File: config.mk
export PLATFORM = sky130hd
export DESIGN_NAME = uart_tx_arbiter
export DESIGN_NICKNAME = d
export VERILOG_FILES = /design/src/rtl/uart_tx_arbiter.sv
export SDC_FILE = /design/constraint.sdc
export NUM_CORES = 1
export LEC_CHECK = 0
export BUFFER_PORTS_ARGS = -buffer_cell sky130_fd_sc_hd__buf_2
export CAP_MARGIN = 25
export CORE_ASPECT_RATIO = 1.2
export CORE_MARGIN = 8
export CORE_UTILIZATION = 45
export DETAILED_ROUTE_END_ITERATION = 10
export GPL_ROUTABILITY_DRIVEN = 0
export PLACE_DENSITY = 0.74
export SYNTH_ARGS = -nofsm -noshare
export SYNTH_HDL_FRONTEND = slang
export SYNTH_SLANG_ARGS = --single-unit
File: constraint.sdc
create_clock -name clk -period 1.9 [get_ports clk]
set_input_delay 0.38 -clock clk [delete_from_list [all_inputs] [get_ports clk]]
set_output_delay 0.38 -clock clk [all_outputs]
set_load 0.03 [all_outputs]
File: src/rtl/uart_tx_arbiter.sv
// rtl/uart_tx_arbiter.sv - round-robin arbiter sharing one UART transmitter among byte sources
module uart_tx_arbiter #(
    parameter int NUM_REQ      = 4,
    parameter int ID_W         = 2,
    parameter int LOCK_EN      = 1,
    parameter int BUSY_TIMEOUT = 15
) (
    input  logic                   clk,
    input  logic                   reset_n,
    input  logic [NUM_REQ-1:0]     req,
    input  logic [8*NUM_REQ-1:0]   req_data,
    input  logic [NUM_REQ-1:0]     req_last,
    output logic [NUM_REQ-1:0]     ack,
    output logic                   uart_start_tx,
    output logic [7:0]             uart_data,
    input  logic                   uart_busy,
    input  logic                   uart_tx_done,
    output logic [ID_W-1:0]        grant_id,
    output logic                   active,
    output logic                   locked,
    output logic                   err_timeout
);

    typedef enum logic [1:0] {IDLE, ISSUE, WAIT_BUSY, WAIT_DONE} state_t;

    localparam logic [ID_W-1:0] LAST_ID = ID_W'(NUM_REQ - 1);
    localparam logic [7:0]      TMO     = 8'(BUSY_TIMEOUT);
    localparam logic [ID_W:0]   NREQ_W  = (ID_W+1)'(NUM_REQ);

    state_t               state, state_d;
    logic [ID_W-1:0]      rr_ptr, rr_ptr_d;
    logic [ID_W-1:0]      grant_d;
    logic [7:0]           data_d;
    logic [7:0]           tmo_cnt, tmo_cnt_d;
    logic                 locked_d;
    logic                 start_d;
    logic [NUM_REQ-1:0]   ack_d;

    logic [NUM_REQ-1:0]   eligible;
    logic [NUM_REQ-1:0]   grant_mask;
    logic [NUM_REQ-1:0]   winner_mask;
    logic [ID_W-1:0]      winner;
    logic [ID_W-1:0]      cand;
    logic [ID_W:0]        sum;
    logic                 found;
    logic [7:0]           sel_data;

    assign active     = (state != IDLE);
    assign grant_mask = NUM_REQ'(1) << grant_id;

    // While a packet is locked only the owning source may win.
    always_comb begin
        eligible = locked ? (req & grant_mask) : req;
        winner   = '0;
        found    = 1'b0;
        sum      = '0;
        cand     = '0;
        for (int off = 0; off < NUM_REQ; off++) begin
            sum = {1'b0, rr_ptr} + (ID_W+1)'(off);
            if (sum >= NREQ_W) begin
                sum = sum - NREQ_W;
            end
            cand = sum[ID_W-1:0];
            if (!found && eligible[cand]) begin
                found  = 1'b1;
                winner = cand;
            end
        end
    end

    always_comb begin
        sel_data = 8'h00;
        for (int i = 0; i < NUM_REQ; i++) begin
            if (ID_W'(i) == winner) begin
                sel_data = req_data[8*i +: 8];
            end
        end
    end

    assign winner_mask = NUM_REQ'(1) << winner;

    always_ff @(posedge clk or negedge reset_n) begin
        if (!reset_n) begin
            state <= IDLE;
        end else begin
            state <= state_d;
        end
    end

    always_comb begin
        state_d     = state;
        rr_ptr_d    = rr_ptr;
        grant_d     = grant_id;
        data_d      = uart_data;
        locked_d    = locked;
        tmo_cnt_d   = tmo_cnt;
        start_d     = 1'b0;
        ack_d       = '0;
        err_timeout = 1'b0;
        case (state)
            IDLE: begin
                // Owner dropped its request mid-packet: release, grant nobody this cycle.
                if (locked && !req[grant_id]) begin
                    locked_d = 1'b0;
                end else if (found) begin
                    grant_d = winner;
                    data_d  = sel_data;
                    start_d = 1'b1;
                    ack_d   = winner_mask;
                    state_d = ISSUE;
                end
            end
            ISSUE: begin
                rr_ptr_d  = (grant_id == LAST_ID) ? '0 : grant_id + 1'b1;
                if (LOCK_EN != 0) begin
                    locked_d = !req_last[grant_id];
                end
                tmo_cnt_d = '0;
                state_d   = WAIT_BUSY;
            end
            WAIT_BUSY: begin
                if (uart_busy) begin
                    state_d = WAIT_DONE;
                end else if (tmo_cnt == TMO) begin
                    err_timeout = 1'b1;
                    locked_d    = 1'b0;
                    state_d     = IDLE;
                end else begin
                    tmo_cnt_d = tmo_cnt + 8'd1;
                end
            end
            WAIT_DONE: begin
                if (uart_tx_done) begin
                    state_d = IDLE;
                end
            end
            default: state_d = IDLE;
        endcase
    end

    always_ff @(posedge clk or negedge reset_n) begin
        if (!reset_n) begin
            rr_ptr        <= '0;
            grant_id      <= '0;
            uart_data     <= 8'h00;
            locked        <= 1'b0;
            tmo_cnt       <= '0;
            uart_start_tx <= 1'b0;
            ack           <= '0;
        end else begin
            rr_ptr        <= rr_ptr_d;
            grant_id      <= grant_d;
            uart_data     <= data_d;
            locked        <= locked_d;
            tmo_cnt       <= tmo_cnt_d;
            uart_start_tx <= start_d;
            ack           <= ack_d;
        end
    end

endmodule
==> results.py <==
metrics = {
    "sta": {
        "relSlewSlack_pct": 59.24,
        "finalSetupViolCount": 14,
        "drv_slew": 0,
        "fin_crit_sh_pct": 110.4,
        "fin_ws_ns": -0.1984,
        "fin_worst_skew_ns": 0.002447,
        "holdWs_ns": 0.1073,
        "tightest_slew_ns": 0.6114,
        "post-route-min-period_ns": 2.098,
        "grt_setup_unrepaired": "true",
        "fmax_mhz": 476.6,
        "final_hold_viol_count": 0,
    },
    "floorplanning": {
        "ios": 62,
        "rows": 27,
        "die_x_um": 78.32,
        "dieArea_um2": 7109,
        "start_util_pct": 46.32,
        "core-area_um2": 4527,
        "die_h_um": 90.78,
    },
    "clock_tree": {
        "hold_buffers": 0,
        "cts_tree": "done",
        "cts_buffer_depth": 2,
        "htreeDepth": 1,
        "clock_latency_ns": 0.27,
        "cts_sinks": 28,
        "cts_buffers": 3,
        "clk_pin_slew_worst_paths_ns": 0.10,
        "clock-root-buffer": "clkbuf_8",
    },
    "place": {
        "place.detailed.hpwl_um": 4612,
        "pre_cts_slack_ns": -0.1224,
        "place_area_um2": 2733,
        "dpl.cell_count": 377,
        "port_buffers": 61,
    },
    "yosys": {
        "synthesis.nets": 298,
        "syn_area_per_cell_um2": 8.422,
        "yosysTopAreaCell": "dfrtp_1",
        "synthCells": 249,
        "yosysUniqueCellTypes": 44,
        "synthTopCellsByArea": "dfrtp_1, a211oi_1, o21a_1",
        "synthesis.area_um2": 2097,
        "yosysSeqAreaShare_pct": 33.41,
        "synth_top_area_share_pct": 33.41,
        "ys_warn_count": 0,
        "ys_seq_elements": 28,
    },
    "global_routing": {
        "grt_pass1_wl_um": 11010,
        "grt_pass1_vias": 2374,
        "grt-ovfl-total": 0,
        "grt_antenna_before_repair": 0,
        "grt.total_usage_pct": 18.45,
        "grt_start_max_net_pins": 29,
    },
    "pwr": {
        "power_density_nw_per_um2": 1503,
        "irDropWorstVdd_v": 0.0006596,
        "p_leak_uw": 0.001474,
    },
    "critical_path": {
        "cp.required_ns": 2.05,
        "cp_max_fo": 8,
        "crit_arrival_ns": 2.25,
        "cp-end-kind": "flip-flop",
        "crit_type": "reg -> reg",
        "setup.worst_path.start_class": "flip-flop",
    },
    "finish": {
        "nFillCells": 332,
        "drive_gt1_share_pct": 50.29,
        "layout.cells.non_filler": 402,
        "nNetsFinal": 394,
        "final_common_cell": "buf_2",
        "area.growth.synth_to_final_pct": 57.70,
        "n_antenna_cell": 0,
        "ff_latch_area_um2": 706.9,
        "mostFrequentLayoutCells": "buf_2, buf_4, inv_1",
        "multi_input_area_um2": 1525,
        "finalInstanceArea_um2": 3307,
    },
    "drt": {
        "post_drt_wl_per_cell_um": 17.92,
        "vias_per_cell": 5.724,
        "antenna_left": 0,
        "drt-pass1-iter-count": 4,
        "vias": 2301,
        "drt_wl_total_um": 7204,
        "drc_errors": 0,
        "first_iter_violations": 130,
    },
    "outcome": {
        "violations": "negative setup slack",
        "status": "complete, but fails checks",
    },
    "flow_run": {
        "cap_violations": 0,
    },
    "worst_hold_path": {
        "min_path_type": "in -> async",
    },
}
-- worst paths after layout --
kind | end | start | cells after the start | slack (ns)
setup / recovery | uart_data[4]$_DFFE_PN0P_ | grant_id[1]$_DFFE_PN0P_ | 10 | -0.20
hold / removal | rr_ptr[0]$_DFFE_PN0P_ | reset_n | 1 | 0.11
setup reg to reg | uart_data[4]$_DFFE_PN0P_ | grant_id[1]$_DFFE_PN0P_ | 10 | -0.20
hold reg to reg | uart_data[1]$_DFFE_PN0P_ | uart_data[1]$_DFFE_PN0P_ | 2 | 0.51
max in group asynchronous | grant_id[0]$_DFFE_PN0P_ | reset_n | 1 | 1.36
min in group clk | state[0]$_DFFE_PN0P_ | uart_tx_done | 2 | 0.29
-- cells in the mapped netlist --
cell type and count:
o21a_1 17, nor2_1 13, nand4_1 3, a22oi_1 1, nand2_1 18, inv_1 27, nand3_2 1, xor2_1 1
clkbuf_2 1, a211oi_1 34, buf_2 8, nor3_1 18, a31oi_1 1, nor4_1 2, clkbuf_1 8, dfrtp_1 28
mux2i_1 1, nor2b_1 3, o31a_1 1, o221ai_1 8, nand2b_1 6, a2111oi_0 1, o21ai_1 1, a21oi_1 2
buf_6 1, o21ai_0 9, xnor2_1 5, a21o_1 2, buf_1 1, o22ai_1 1, mux4_2 2, or3b_1 1
ha_1 5, a41o_1 2, a211oi_2 2, o31ai_1 1, and2_1 2, a311oi_4 1, a32oi_1 1, nand3_1 4
buf_4 2, and3_1 1, a41oi_1 1, or3_1 1
-- flip-flops by register name (all words and copies together) (netlist names) --
name           flops
ack                4
tmo_cnt            8
uart_data          8
rr_ptr             2
state              2
uart_start_tx      1
grant_id           2
locked             1
-- through the flow --
| step | total power [uW] | util, % | setup TNS [ns] |
|---|---|---|---|
| 2_1_floorplan | 2758 | - | -1.239 |
| 3_3_place_gp | 3554 | 60.36 | -0.8198 |
| 3_5_place_dp | 3601 | 60.36 | -1.148 |
| 4_1_cts | 4490 | 67.25 | -0.3099 |
| 5_1_grt | 5260 | 73.05 | -2.615 |
| 6_report | 4970 | 73.05 | -1.464 |
-- kinds of logic after synthesis --
family | share of synthesized area, %
adders and majority gates | 2.983
xor gates and xnor gates | 2.506
AOI/OAI and AO/OA | 31.56
muxes | 2.625
and+or+nand+nor | 17.07
DFF | 33.41
buffers and inverters | 9.844
-- routing by layer --
metal	GRT usage (%)	up-vias	share of wire, %
li1	-	1095	-
met1	21.29	1115	41
met2	31.90	80	52
met3	4.781	11	5.5
met4	5.882	0	1.9
met5	0	-	0
-- final cells by class --
class | count | area share [%]
Clock inverter | 1 | 0.9081
Inverter | 27 | 3.216
Clock buffer | 3 | 1.249
Timing Repair Buffer | 112 | 24.93
Tap cell | 58 | 2.194
Sequential cell | 28 | 21.38
Multi-Input combinational cell | 173 | 46.12
-- worst max-delay path, stage by stage, from the launching register on --
cell,delay [ns]
dfrtp_2,0.43
inv_4,0.06
ha_4,0.14
nand2b_4,0.17
a32oi_4,0.25
buf_6,0.18
buf_16,0.12
nor3_1,0.04
a211oi_1,0.28
buf_4,0.18
o221ai_1,0.11
-- power breakdown --
| group | internal [uW] | switching (uW) | leakage (uW) |
|---|---|---|---|
| combinational | 1610 | 1870 | 0.00108 |
| sequential | 808 | 214 | 0.000357 |
| clock | 282 | 186 | 0.0000357 |
| total | 2700 | 2270 | 0.00147 |
-- timing repair --
action	CTS	global route
pin swaps	18	19
setup buffers	10	9
resized for setup	28	36
endpoints found under the setup margin	15	14
cloned	2	1
(Power assumes the default switching activity.)
